--- src/rtl/dram_arbiter.sv ---
// rtl/dram_arbiter.sv - two-port round-robin arbiter in front of the DRAM controller user interface
// Ports:
//   clk, i_rst                       MIG ui clock, asynchronous active-high reset
//   p0_*/p1_* req/we/addr/data/mask  requester commands, held until pN_ack
//   p0_*/p1_* ack, rd_data, rd_valid accept pulse and routed read returns
//   m_rd_en/m_wr_en/m_addr/m_data/m_mask, m_ready/m_wdf_ready  controller command side
//   m_rd_data/m_rd_valid, m_calib_done  controller read return and calibration status
//   o_rd_pending, o_err              outstanding read count, sticky orphan-return flag

module dram_arbiter_tag_fifo #(
  parameter int DEPTH = 16
) (
  input  logic                   clk,
  input  logic                   rst,
  input  logic                   push_i,
  input  logic                   push_tag_i,
  input  logic                   pop_i,
  output logic                   head_o,
  output logic                   full_o,
  output logic                   empty_o,
  output logic [$clog2(DEPTH):0] count_o
);
  localparam int AW = $clog2(DEPTH);

  logic [DEPTH-1:0] tags_q;
  logic [AW-1:0]    wr_ptr_q, rd_ptr_q;
  logic [AW:0]      count_q;
  logic             do_push, do_pop;

  assign full_o  = (count_q == (AW+1)'(DEPTH));
  assign empty_o = (count_q == '0);
  assign do_pop  = pop_i && !empty_o;
  // A push into a full FIFO is still legal when the head leaves in the same cycle.
  assign do_push = push_i && (!full_o || do_pop);
  assign head_o  = tags_q[rd_ptr_q];
  assign count_o = count_q;

  always_ff @(posedge clk or posedge rst) begin
    if (rst) begin
      tags_q   <= '0;
      wr_ptr_q <= '0;
      rd_ptr_q <= '0;
      count_q  <= '0;
    end else begin
      if (do_push) begin
        tags_q[wr_ptr_q] <= push_tag_i;
        wr_ptr_q         <= wr_ptr_q + AW'(1);
      end
      if (do_pop) rd_ptr_q <= rd_ptr_q + AW'(1);
      case ({do_push, do_pop})
        2'b10:   count_q <= count_q + (AW+1)'(1);
        2'b01:   count_q <= count_q - (AW+1)'(1);
        default: count_q <= count_q;
      endcase
    end
  end
endmodule

module dram_arbiter #(
  parameter int APP_ADDR_WIDTH = 28,
  parameter int APP_DATA_WIDTH = 128,
  parameter int APP_MASK_WIDTH = 16,
  parameter int RD_TAG_DEPTH   = 16
) (
  input  logic                          clk,
  input  logic                          i_rst,
  input  logic                          p0_req,
  input  logic                          p0_we,
  input  logic [APP_ADDR_WIDTH-1:0]     p0_addr,
  input  logic [APP_DATA_WIDTH-1:0]     p0_data,
  input  logic [APP_MASK_WIDTH-1:0]     p0_mask,
  output logic                          p0_ack,
  output logic [APP_DATA_WIDTH-1:0]     p0_rd_data,
  output logic                          p0_rd_valid,
  input  logic                          p1_req,
  input  logic                          p1_we,
  input  logic [APP_ADDR_WIDTH-1:0]     p1_addr,
  input  logic [APP_DATA_WIDTH-1:0]     p1_data,
  input  logic [APP_MASK_WIDTH-1:0]     p1_mask,
  output logic                          p1_ack,
  output logic [APP_DATA_WIDTH-1:0]     p1_rd_data,
  output logic                          p1_rd_valid,
  output logic                          m_rd_en,
  output logic                          m_wr_en,
  output logic [APP_ADDR_WIDTH-1:0]     m_addr,
  output logic [APP_DATA_WIDTH-1:0]     m_data,
  output logic [APP_MASK_WIDTH-1:0]     m_mask,
  input  logic                          m_ready,
  input  logic                          m_wdf_ready,
  input  logic [APP_DATA_WIDTH-1:0]     m_rd_data,
  input  logic                          m_rd_valid,
  input  logic                          m_calib_done,
  output logic [$clog2(RD_TAG_DEPTH):0] o_rd_pending,
  output logic                          o_err
);
  typedef enum logic {ST_IDLE, ST_ISSUE} state_e;

  state_e                    state_q, state_d;
  logic                      owner_q, owner_d;
  logic                      last_q, last_d;
  logic                      rd_en_q, rd_en_d, wr_en_q, wr_en_d;
  logic [APP_ADDR_WIDTH-1:0] addr_q, addr_d;
  logic [APP_DATA_WIDTH-1:0] data_q, data_d;
  logic [APP_MASK_WIDTH-1:0] mask_q, mask_d;
  logic [APP_DATA_WIDTH-1:0] p0_rd_data_q, p1_rd_data_q;
  logic [1:0]                rd_valid_q;
  logic                      err_q;
  logic                      elig0, elig1, sel, accept;
  logic                      tag_full, tag_empty, tag_head;

  // Reads need a free tag slot at grant time; writes never consume one.
  assign elig0  = p0_req && m_calib_done && (p0_we || !tag_full);
  assign elig1  = p1_req && m_calib_done && (p1_we || !tag_full);
  assign accept = (state_q == ST_ISSUE) &&
                  ((rd_en_q && m_ready) || (wr_en_q && m_ready && m_wdf_ready));

  always_comb begin
    state_d = state_q;
    owner_d = owner_q;
    last_d  = last_q;
    rd_en_d = rd_en_q;
    wr_en_d = wr_en_q;
    addr_d  = addr_q;
    data_d  = data_q;
    mask_d  = mask_q;
    sel     = 1'b0;
    case (state_q)
      ST_IDLE: begin
        if (elig0 || elig1) begin
          // On contention, favour the port that did not win last time.
          sel     = (elig0 && elig1) ? !last_q : elig1;
          owner_d = sel;
          rd_en_d = sel ? !p1_we : !p0_we;
          wr_en_d = sel ? p1_we : p0_we;
          addr_d  = sel ? p1_addr : p0_addr;
          data_d  = sel ? p1_data : p0_data;
          mask_d  = sel ? p1_mask : p0_mask;
          state_d = ST_ISSUE;
        end
      end
      ST_ISSUE: begin
        if (accept) begin
          rd_en_d = 1'b0;
          wr_en_d = 1'b0;
          last_d  = owner_q;
          state_d = ST_IDLE;
        end
      end
      default: state_d = ST_IDLE;
    endcase
  end

  always_ff @(posedge clk or posedge i_rst) begin
    if (i_rst) begin
      state_q <= ST_IDLE;
      owner_q <= 1'b0;
      last_q  <= 1'b1;  // pretend port 1 won last so port 0 is preferred first
      rd_en_q <= 1'b0;
      wr_en_q <= 1'b0;
      addr_q  <= '0;
      data_q  <= '0;
      mask_q  <= '0;
    end else begin
      state_q <= state_d;
      owner_q <= owner_d;
      last_q  <= last_d;
      rd_en_q <= rd_en_d;
      wr_en_q <= wr_en_d;
      addr_q  <= addr_d;
      data_q  <= data_d;
      mask_q  <= mask_d;
    end
  end

  dram_arbiter_tag_fifo #(.DEPTH(RD_TAG_DEPTH)) u_tag_fifo (
    .clk        (clk),
    .rst        (i_rst),
    .push_i     (accept && rd_en_q),
    .push_tag_i (owner_q),
    .pop_i      (m_rd_valid),
    .head_o     (tag_head),
    .full_o     (tag_full),
    .empty_o    (tag_empty),
    .count_o    (o_rd_pending)
  );

  // Returns are in issue order, so the FIFO head names the destination port.
  always_ff @(posedge clk or posedge i_rst) begin
    if (i_rst) begin
      rd_valid_q   <= 2'b00;
      p0_rd_data_q <= '0;
      p1_rd_data_q <= '0;
      err_q        <= 1'b0;
    end else begin
      rd_valid_q <= 2'b00;
      if (m_rd_valid) begin
        if (tag_empty) begin
          err_q <= 1'b1;
        end else if (tag_head) begin
          rd_valid_q[1] <= 1'b1;
          p1_rd_data_q  <= m_rd_data;
        end else begin
          rd_valid_q[0] <= 1'b1;
          p0_rd_data_q  <= m_rd_data;
        end
      end
    end
  end

  assign p0_ack      = accept && !owner_q;
  assign p1_ack      = accept && owner_q;
  assign p0_rd_valid = rd_valid_q[0];
  assign p1_rd_valid = rd_valid_q[1];
  assign p0_rd_data  = p0_rd_data_q;
  assign p1_rd_data  = p1_rd_data_q;
  assign m_rd_en     = rd_en_q;
  assign m_wr_en     = wr_en_q;
  assign m_addr      = addr_q;
  assign m_data      = data_q;
  assign m_mask      = mask_q;
  assign o_err       = err_q;
endmodule
--- config.mk ---
export PLATFORM = sky130hd
export DESIGN_NAME = dram_arbiter
export DESIGN_NICKNAME = d
export VERILOG_FILES = /design/src/rtl/dram_arbiter.sv
export SDC_FILE = /design/constraint.sdc
export NUM_CORES = 1
export LEC_CHECK = 0
export CORE_AREA = 5 5 355 357
export DETAILED_ROUTE_END_ITERATION = 8
export DIE_AREA = 0 0 360 362
export GPL_TIMING_DRIVEN = 1
export HOLD_SLACK_MARGIN = 0.02
export SYNTH_ARGS = -nofsm -noshare
export SYNTH_HDL_FRONTEND = slang
export SYNTH_HIERARCHICAL = 1
export SYNTH_SLANG_ARGS = --single-unit
--- constraint.sdc ---
create_clock -name clk -period 19.4 [get_ports clk]
set_input_delay 1.94 -clock clk [delete_from_list [all_inputs] [get_ports clk]]
set_output_delay 1.94 -clock clk [all_outputs]
set_load 0.1 [all_outputs]
==> results of run 1 <==
[stage by stage]
step | hold WS (ns) | setup WS (ns) | util [%] | area [sq um] | instances
after detailed placement | 0.461 | 13.02 | 24.6 | 30200 | 4199
after CTS | 0.476 | 13.44 | 26.1 | 32000 | 4301
after global routing | 0.494 | 13.34 | 26.1 | 32000 | 4312
final | 0.471 | 13.41 | 26.1 | 32000 | 4319
after global placement | 0.458 | 13.11 | 24.6 | 30200 | 4199
after floorplan | 0.452 | 5.32 | - | 19300 | 1732
[state kept, by name, indices dropped and copies added, names as in the netlist]
register and flops:
last_q 1, m_addr 28, m_data 128, m_mask 16, m_rd_en 1, m_wr_en 1, o_err 1, owner_q 1
p0_rd_data 128, p1_rd_data 128, rd_valid_q 2, state_q 1, u_tag_fifo/count_o 5, u_tag_fifo/rd_ptr_q 4, u_tag_fifo/tags_q 16, u_tag_fifo/wr_ptr_q 4
[path summary, 6_finish.rpt]
check                                           start              end  slack (ns)  cells after the start
worst min-delay path                   p1_rd_data[81]   p1_rd_data[81]        0.47                      2
min in group asynchronous                       i_rst  p1_rd_data[122]        1.94                      2
worst max-delay path                          m_ready           p1_ack       13.41                      5
worst min register to register         p1_rd_data[81]   p1_rd_data[81]        0.47                      2
worst max register to register  u_tag_fifo/count_o[0]       m_data[60]       14.10                      9
max in group asynchronous                       i_rst       m_data[69]       15.28                      4
[cell usage after synthesis, types with 4 or more instances]
cell type | n | area share, %
sky130_fd_sc_hd__buf_4 | 9 | 0.35
sky130_fd_sc_hd__inv_1 | 10 | 0.19
sky130_fd_sc_hd__o21ai_1 | 118 | 3.1
sky130_fd_sc_hd__nor3_1 | 12 | 0.31
sky130_fd_sc_hd__nor2_1 | 10 | 0.19
sky130_fd_sc_hd__dfrtp_1 | 464 | 60
sky130_fd_sc_hd__mux2_2 | 134 | 7.8
sky130_fd_sc_hd__clkbuf_1 | 50 | 0.97
sky130_fd_sc_hd__xor2_1 | 4 | 0.18
sky130_fd_sc_hd__mux2i_1 | 174 | 9.0
sky130_fd_sc_hd__mux2_1 | 11 | 0.64
sky130_fd_sc_hd__buf_2 | 40 | 1.0
sky130_fd_sc_hd__mux4_2 | 4 | 0.47
sky130_fd_sc_hd__buf_1 | 4 | 0.078
sky130_fd_sc_hd__nand2_1 | 566 | 11
sky130_fd_sc_hd__nand2b_1 | 5 | 0.16
sky130_fd_sc_hd__xnor2_1 | 5 | 0.23
sky130_fd_sc_hd__o21ai_0 | 60 | 1.6
sky130_fd_sc_hd__ha_1 | 9 | 0.58
sky130_fd_sc_hd__a21oi_1 | 5 | 0.13
[kinds of logic after synthesis]
| kind of cell | Yosys count |
|---|---|
| AOI/OAI and AO/OA | 199 |
| xor gates and xnor gates | 9 |
| adders and majority gates | 10 |
| buffers and inverters | 115 |
| DFF | 465 |
| muxes | 324 |
| and+or+nand+nor | 610 |
[worst reg2reg max path, stage by stage, from the launching register on]
cell	delay, ns
sky130_fd_sc_hd__dfrtp_1	0.45
sky130_fd_sc_hd__or4_4	0.63
sky130_fd_sc_hd__nor2_1	0.47
sky130_fd_sc_hd__nand2b_1	0.19
sky130_fd_sc_hd__o2111ai_4	0.24
sky130_fd_sc_hd__buf_4	0.79
sky130_fd_sc_hd__buf_4	0.90
sky130_fd_sc_hd__buf_4	1.02
sky130_fd_sc_hd__mux2i_1	0.37
sky130_fd_sc_hd__o21ai_1	0.08
[area by class of cell]
type / count / area, sq um / share of cell area (%)
Clock buffer: 84 / 1620 / 5.04
Sequential cell: 465 / 11600 / 36.3
Clock inverter: 18 / 195 / 0.609
Inverter: 10 / 47.5 / 0.148
Multi-Input combinational cell: 1152 / 7160 / 22.4
Tap cell: 1637 / 2050 / 6.39
Antenna cell: 18 / 45.0 / 0.141
Timing Repair Buffer: 935 / 9290 / 29.0
[layer usage]
| metal | vias to the layer above | track usage, % | share of wire (%) |
|---|---|---|---|
| met2 | 696 | 22.4 | 46 |
| li1 | 7579 | - | - |
| met4 | 10 | 5.02 | 2.8 |
| met5 | - | 0 | 0.069 |
| met1 | 8109 | 17.1 | 41 |
| met3 | 138 | 6.50 | 10 |
==> reports/results.txt, run 1 <==
The flow ran to the end, and the final reports show no timing, DRC or antenna violations. Setup repair after global routing left no endpoint under its margin. Among all flip-flop cells after synthesis, the most frequent one is sky130_fd_sc_hd__dfrtp_1. After detailed routing, the total wire length is 97.6 mm. The die extent in y was 362 um; the total number of H-tree levels was 2. In the synthesized netlist the async set-or-reset flop fraction comes to 100%. The count of nets after finishing is 3111.

The tools report the kind of end point of the critical path as an output port. Number of optimization iterations in the first detailed-route pass: 5. For the number of antenna violations at the first check in global routing, the log shows 45. The critical path contains buffers and inverters numbering 2 combined.

The synthesized cell area is 19300 sq um. Row generation in the floorplan step produced 129 rows. The area of the core came out at 123000 sq um. For this block, the initial DRC count from the detailed router was 1084. The path class of the tightest hold or removal check is flip-flop to flip-flop. Once the clock tree was built, the setup fixing pass inserted 0 buffers. The post-synthesis share of cell area spent on and, or, nand and nor gates was 12.3%. The worst setup path is of the input port to output port kind. Critical path's slowest cell: sky130_fd_sc_hd__clkdlybuf4s50_1. After detailed routing, the average wire length per cell comes to 22.6 um. The tools report the element type at the critical path start as an input port. The count of final setup violators is 0, and the initial core utilization is 15.7%.

Traced cell by cell, the critical path runs through clkdlybuf4s50_1 -> nand2_1 -> nor2_1 -> and2_1 -> clkdlybuf4s50_1. Port buffering added 921 buffers. In the layout the commonest cells are sky130_fd_sc_hd__clkdlybuf4s50_1 (894), sky130_fd_sc_hd__nand2_1 (566), sky130_fd_sc_hd__dfrtp_1 (464).

Fraction of the mapped netlist area in compound gates: 5.54%. The tools report the maximum count of clock buffers along a single path as 3. Of the synthesized area, sequential elements account for 60.3%. The required time of the worst setup path was 17.46 ns; the post-route clock period utilization was 30.9%. After legalization and detailed placement, the total HPWL measured 78.3 mm. Global routing consumed, over all layers together, 14.2% of the routing resources.

Counting every net in the synthesized netlist gives 2224. Placer congestion estimate: 0.880. Clock skew on the completed layout was measured at 0.0208 ns. The cell count after synthesis is 1732. After synthesis, the largest family of logic cells by area is multiplexers. The synthesized netlist devotes 0.687% of its cell area to adder and majority cells. The number of vias per cell after detailed routing is 3.83. The clock drives 465 sinks. The count of endpoints failing hold in the final timing report was 0.

The mux share of post-synthesis cell area was 18.0%; the distinct cell type count after synthesis was 46. The first global-routing pass estimated 133 mm of wire. In this run, synthesis inferred 0 flip-flops with an integrated enable. The worst path needs 5.99 ns of the cycle, external delays included.

The count of nets left with antenna violations once routing finished came out at 0. The arrival time of the worst setup path is 4.05 ns, and the total overflow reported by the global router is 0. Broken down by cell family, the worst path's largest delay share belongs to buffers and inverters. After Yosys synthesis, XOR and XNOR cells account for 0.408% of the synthesized area. Measured along the x axis, the die boundary spans 360 um. For the maximum number of pins on one net before global-route repair, the log shows 145. The routed layout has 16500 vias. The longest individual stage delay on the worst path is 1.15 ns, and the top fanout value on the critical path is 4.

The max-slew violation count was 0. The number of hold-repair buffers added at the cts stage is 0. After clock tree synthesis, the clock-pin slew on the worst setup and hold paths is 0.06 ns. The library cell used most frequently in the layout, excluding fill and tap cells, is sky130_fd_sc_hd__clkdlybuf4s50_1. The clock latency on the worst-skew pair was 0.64 ns.

The timing-limited maximum frequency is 167 MHz. After filler insertion, the fill cell instance count of the layout stands at 13000. The library cell used as clock root buffer was sky130_fd_sc_hd__clkbuf_16. TritonCTS built the clock tree. From synthesis to final layout, the design area changed by 66.0%.

In the final timing run, aggregate negative setup slack is 0 ns. Library cell appearing most often on the critical path: sky130_fd_sc_hd__clkdlybuf4s50_1. For this run, design rule violations remaining after detail routing come to 0. Dividing the synthesized area by the synthesized cell count gives 11.1 sq um. During synthesis, Yosys emitted a total of 6 warnings.

The tools report the worst slew margin relative to its limit as 20.8%. During I/O placement, the number of pins put on the boundary was 922. The die covers 130000 sq um. In this run, post-CTS repair resized a total of 0 instances. The number of flip-flops and latches in the synthesized netlist is 465, and the number of global-route vias before repair is 16900.

The fraction of layout cells with a size suffix above 1 came out at 10.4%. The tool flagged a number of max-cap violations equal to 0. For the pin with the worst max-slew slack, the measured transition is 1.18 ns.

Clock tree synthesis inserted a total of 55 buffers.
Power of run 1 is not shown: default switching activity piles up to over one toggle a cycle in this logic, so the estimate is an artifact.
==> run 2: changes to the inputs <==
Settings changed: CORE_AREA 5 5 355 357 to 5 5 352 354, DIE_AREA 0 0 360 362 to 0 0 357 359.
Clock period 19.4 ns to 5.3 ns, I/O delays scaled along.
==> run 2 against run 1 <==
Worst hold slack worse by 0.097 ns. Critical endpoint is now u_tag_fifo/count_o[4]. Via count is 0.88% lower. Setup slack worse by 12 ns. Register-to-register slack worse by 12 ns.
==> reports/results.txt, run 2 (synthesized netlist as in run 1, its figures left out) <==
The flow ran to the end, and the final reports show no timing, DRC or antenna violations. The setup check on the worst reg-to-reg path leaves a slack of 1.89 ns. The critical path in this run is classified as flip-flop to flip-flop.

The tools report the max-slew violation count as 0. For the total number of H-tree levels, the log shows 2. The count of endpoints failing hold in the final timing report came out at 0. The library cell used as clock root buffer is sky130_fd_sc_hd__clkbuf_16. The clock drives 465 sinks. The count of buffers added on input and output ports is 921.

The number of setup buffers added after CTS is 0. Detailed placement finished with a half-perimeter wire length of 76.6 mm. Based on the critical path, the design can be clocked at up to 293 MHz.

The final layout contains 3124 nets. The tools report the area of the core as 121000 sq um. The tools report the reg-to-reg startpoint as u_tag_fifo/count_o[0].

The run gives 132 mm as the first-pass GRT wire length. The run gives 952 as the number of DRC violations after detailed-routing iteration 0. Once the clock tree was built, the resizer swapped 0 gates to a different size. The tightest hold path in the finished design has a slack of 0.373 ns.

Leaving out fill and tap cells, the most frequent cells in the layout are sky130_fd_sc_hd__clkdlybuf4s50_1 (889), sky130_fd_sc_hd__nand2_1 (566), sky130_fd_sc_hd__dfrtp_1 (464). TritonCTS built the clock tree. Detailed routing placed a total of 44.7 mm of wire on met2. The tools report the via total after detailed routing as 16400.

Setup repair after global routing left no endpoint under its margin. After layout, the worst path uses 64.4% of the clock period. Measured along the x axis, the die boundary spans 357 um.

The area of the die is 128000 sq um. The tools report the total I/O pin count as 922. The path class of the tightest hold or removal check is input port to async pin.

The tools report the placer congestion estimate as 0.866. The maximum count of clock buffers along a single path is 3. Setup violations remaining at the end of the flow were counted as 0. The tools report the number of placement rows as 128.

The tools report the kind of end point of the critical path as a flip-flop. The element type at the critical path start was a flip-flop. The run gives 17.3% as the worst slew margin relative to its limit. Max-cap violations in this run came to 0.

After detailed routing, the average wire length per cell comes to 22.2 um. Routed signal wires occupy layers up through met5. The worst register-to-register path ends at u_tag_fifo/count_o[4]. The met1 routed wirelength after detailed routing came out at 39.0 mm. The fraction of layout cells with a size suffix above 1 came out at 10.7%. Data arrives at the worst endpoint at 3.92 ns. The initial core utilization came out at 16.0%. STA puts the critical path data required time at 5.81 ns. The remaining antenna violation count is 0, and the transition time of the tightest slew-check pin is 1.24 ns. The aggregate global-route resource usage was 14.3%; the time the final worst path needs with I/O delays and setup was 3.41 ns. The first detailed-routing pass ran for 5 iterations. The number of vias per cell after detailed routing is 3.80, and the relative area change from synthesis to final layout is 67.0%. For this run the aggregate overflow at the end of global routing stands at 0.

Between clock sinks in the finished design, the worst skew comes to 0.0167 ns. The number of hold-repair buffers added at the cts stage came out at 0. The number of global-route vias before repair is 16800. In the routed design, unresolved DRC markers number 0. Entering global routing, the biggest net connects 131 pins.

The run gives 47 as the number of antenna violations at the first check in global routing. Accumulated negative setup slack: 0 ns. Clock-pin slew was measured on the worst setup and hold paths at 0.06 ns.

The number of cells on the worst reg-to-reg path was 9; the top fanout value on the critical path was 14. The later pin in the worst-skew pair is clocked with a latency of 0.63 ns. The number of clock buffers added by TritonCTS is 55. Detailed routing placed a total of 8.89 mm of wire on met3.

The library cell used most frequently in the layout, excluding fill and tap cells, is sky130_fd_sc_hd__clkdlybuf4s50_1. The die extent in y is 359 um, and the total wire length is 95.7 mm.
==> run 2: worst max path at each step <==
stage | start | to | slack (ns) | cells past startpoint
6_report | u_tag_fifo/count_o[0] | u_tag_fifo/count_o[4] | 1.89 | 9
5_1_grt | u_tag_fifo/count_o[0] | u_tag_fifo/count_o[4] | 1.76 | 9
3_5_place_dp | m_rd_valid | u_tag_fifo/count_o[4] | 1.71 | 9
2_1_floorplan | i_rst | m_addr[0] | -1.12 | 1
3_3_place_gp | m_rd_valid | u_tag_fifo/count_o[4] | 1.68 | 9
4_1_cts | u_tag_fifo/rd_ptr_q[0] | p0_rd_data[102] | 1.91 | 8
==> run 2: per-layer routing <==
layer  up-vias  global-route usage [%]
met5         -                       0
met4        14                    4.75
met3       150                    5.50
met2       658                    23.3
met1      7973                    17.5
li1       7592                       -
==> run 2: critical path, cell delays in order, from the launching register on <==
cell and delay (ns):
sky130_fd_sc_hd__dfrtp_1 0.44, sky130_fd_sc_hd__or4_4 0.62, sky130_fd_sc_hd__nor3_4 0.41, sky130_fd_sc_hd__nand2b_1 0.25, sky130_fd_sc_hd__ha_1 0.30, sky130_fd_sc_hd__ha_1 0.31, sky130_fd_sc_hd__nor2b_1 0.17, sky130_fd_sc_hd__o21a_1 0.20
sky130_fd_sc_hd__or2_2 0.27, sky130_fd_sc_hd__o311ai_0 0.33
==> run 2: metrics by stage <==
step	area [sq um]	setup slack (ns)	std cells	util, %
floorplan	19300	-1.12	1732	-
global placement	30400	1.68	4200	25.1
detailed placement	30400	1.71	4200	25.1
CTS	32200	1.91	4303	26.7
global route	32200	1.76	4314	26.7
finish	32200	1.89	4316	26.7
==> run 2: layout make-up <==
type / instances / area, sq um
inverter: 10 / 43.8
fill: 12700 / 88500
clock inverter: 15 / 265
timing repair buffer: 948 / 9480
tap: 1625 / 2030
sequential: 465 / 11600
multi-input combinational: 1152 / 7170
clock buffer: 88 / 1590
antenna: 13 / 32.5
Power of run 2 is left out for the same reason.
==> run 3: changes to the inputs <==
Settings changed: CORE_AREA 5 5 352 354 to 5 5 355 357, DIE_AREA 0 0 357 359 to 0 0 360 362.
Clock period 5.3 ns to 3.5 ns, I/O delays scaled along.
==> run 3 against run 2 <==
Wire length grew 1.1%. Final cell count grew 1.1%. Non-clock buffer count grew 42. Global-route usage shrank 0.19 points. Maximum frequency grew 9.9%. Critical path type unchanged. Critical endpoint is now m_data[59].
==> reports/results.txt, run 3 (synthesized netlist as in run 1, its figures left out) <==
The run finished with clean final reports. For the number of global-route vias before repair, the log shows 17300. The slowest stage of the critical path is the sky130_fd_sc_hd__or4_4 cell. The logs give 922 for the total I/O pin count and 96.7 mm for the total wire length. TritonCTS created 53 clock buffers.

Number of cells on the worst reg-to-reg path: 8. In the layout the commonest cells are sky130_fd_sc_hd__clkdlybuf4s50_1 (860), sky130_fd_sc_hd__nand2_1 (566), sky130_fd_sc_hd__dfrtp_1 (464). Measured against its own limit, the worst slew margin works out to 21.6%. Data arrives at the worst endpoint at 3.60 ns. The maximum number of pins on one net before global-route repair was 129; the half-perimeter wire length after detailed placement was 79.5 mm. The max-slew violation count came out at 0. The overall die width is 360 um, and the count of nets after finishing is 3164. The reg-to-reg endpoint is m_data[59]. The critical path goes through or4_4 -> nor2_1 -> nor2b_1 -> o2111ai_4 -> buf_12 -> buf_4 -> mux2i_1 -> o21ai_1. The total overflow left after global routing is 0.

The tools report the kind of end point of the critical path as a flip-flop. At the pin with the least slew margin, the transition time is 1.17 ns. Grouping stages by cell kind, the critical path spends the most delay in simple AND/OR/NAND/NOR gates. For the number of placement rows, the log shows 129. Post-route clock period utilization: 88.7%. The number of placed instances, taps included, is 4254. For the post-CTS setup buffer count, the log shows 0. Final hold analysis gives a worst-case slack of 0.195 ns. STA classifies the critical path startpoint as a flip-flop.

Clock latency on the worst-skew pair: 0.62 ns. The tools report the minimum setup slack in the final design as 0.397 ns. On the final layout, the worst clock skew is 0.0232 ns. The setup slack of the worst register-to-register path is 0.40 ns, and the time the final worst path needs with I/O delays and setup is 3.10 ns.

In this run the tool buffered the top-level ports with 921 buffer cells. The die covers 130000 sq um. TritonCTS built the clock tree. The number of gates resized after CTS was 0.

Max-cap violations in this run came to 0. Before antenna repair, the detailed router went through 5 iterations. Path class of the lowest-slack min-delay path: input port to async pin.

Relative area change from synthesis to final layout: 68.1%. In the routed layout, each cell is associated on average with a via count of 3.84. For this run, the slowest stage of the critical path takes 0.62 ns. The clock sink count was 465; the detail-routed net length per standard cell was 22.2 um.

The area of the core was 123000 sq um. The clock tree synthesis step divided the H-tree into 2 levels. In this run the worst path has a maximum fanout of 54. Detailed routing inserted a total of 16800 vias. The critical path contains buffers and inverters numbering 2 combined.

The count of endpoints failing hold in the final timing report was 0. The fraction of layout cells with a size suffix above 1 was 13.5%; the final core area utilization was 26.5%. At the end of routability-driven placement, the weighted congestion stood at 0.857. The run gives 134 mm as the first-pass GRT wire length. After the flow finishes, the layout carries non-filler instances totaling 4363. The pre-CTS worst setup slack was 0.405 ns; the die extent in y was 362 um. The clock passes through at most 3 buffers. For the number of antenna violations at the first check in global routing, the log shows 47. The clock transition at the register clock pins on the worst setup and hold paths after CTS was 0.06 ns; the count of final setup violators was 0. The number of DRC violations after detailed-routing iteration 0 was 887. The tools report the reg-to-reg startpoint as u_tag_fifo/count_o[0]. The tools report the initial core utilization as 15.7%. The tree is rooted in a sky130_fd_sc_hd__clkbuf_16. Static timing analysis puts the maximum clock frequency at 322 MHz. Setup repair after global routing left no endpoint under its margin. For this run, design rule violations remaining after detail routing come to 0.

The most common cell after layout, fill and taps aside was sky130_fd_sc_hd__clkdlybuf4s50_1. Hold repair after CTS inserted 0 buffers. The critical path is of the flip-flop to flip-flop type.

The aggregate global-route resource usage was 14.1%; the remaining antenna violation count was 0. The required time of the worst setup path was 4.00 ns.
## run 3: cell types whose count changed in the layout (fill, tap and decap cells not counted), moves of 2 or more
cell | before | now
sky130_fd_sc_hd__clkinv_2 | 7 | 12
sky130_fd_sc_hd__diode_2 | 13 | 10
sky130_fd_sc_hd__buf_4 | 47 | 118
sky130_fd_sc_hd__clkbuf_1 | 25 | 11
sky130_fd_sc_hd__clkinvlp_4 | 1 | 5
sky130_fd_sc_hd__clkdlybuf4s50_1 | 889 | 860
sky130_fd_sc_hd__clkbuf_8 | 7 | 10
sky130_fd_sc_hd__inv_6 | 0 | 2
sky130_fd_sc_hd__clkbuf_16 | 56 | 53
## run 3: through the flow
| stage | area (sq um) | setup TNS (ns) |
|---|---|---|
| detailed placement | 30600 | 0 |
| global route | 32400 | 0 |
| global placement | 30600 | 0 |
| finish | 32400 | 0 |
| floorplan | 19300 | -1192.35 |
| CTS | 32400 | 0 |
## run 3: worst max path at each step
stage | startpoint | end | cells after the start
finish | u_tag_fifo/count_o[0] | m_data[59] | 8
global route | u_tag_fifo/count_o[0] | m_addr[24] | 8
CTS | u_tag_fifo/count_o[0] | m_data[123] | 8
detailed placement | u_tag_fifo/count_o[0] | m_data[123] | 8
global placement | u_tag_fifo/count_o[0] | m_data[123] | 8
floorplan | i_rst | m_addr[0] | 1
## run 3: area by class of cell
type                    count  area (sq um)
well taps                1637          2050
diodes                     10          25.0
clock buffers              74          1510
inverters                  10          43.8
repair buffers            990          9730
multi-input cells        1152          7170
fillers                 13100         90200
clock inverters            25           287
flip-flops and latches    465         11600
## run 3: worst register-to-register path: cells and delay by family, from the launching register on
family,cells,cell delay [ns]
flops,1,0.43
mux,1,0.20
buf+inv,2,0.79
compound gates,2,0.30
simple gates,3,1.28
## run 3: routing by layer
| layer | part of all wire, % | vias up | global-route usage, % |
|---|---|---|---|
| met2 | 48 | 679 | 23.8 |
| met5 | 0.030 | - | 0 |
| li1 | - | 7683 | - |
| met3 | 8.5 | 138 | 4.75 |
| met4 | 2.1 | 6 | 2.99 |
| met1 | 41 | 8263 | 17.7 |
Power of run 3 is left out for the same reason.
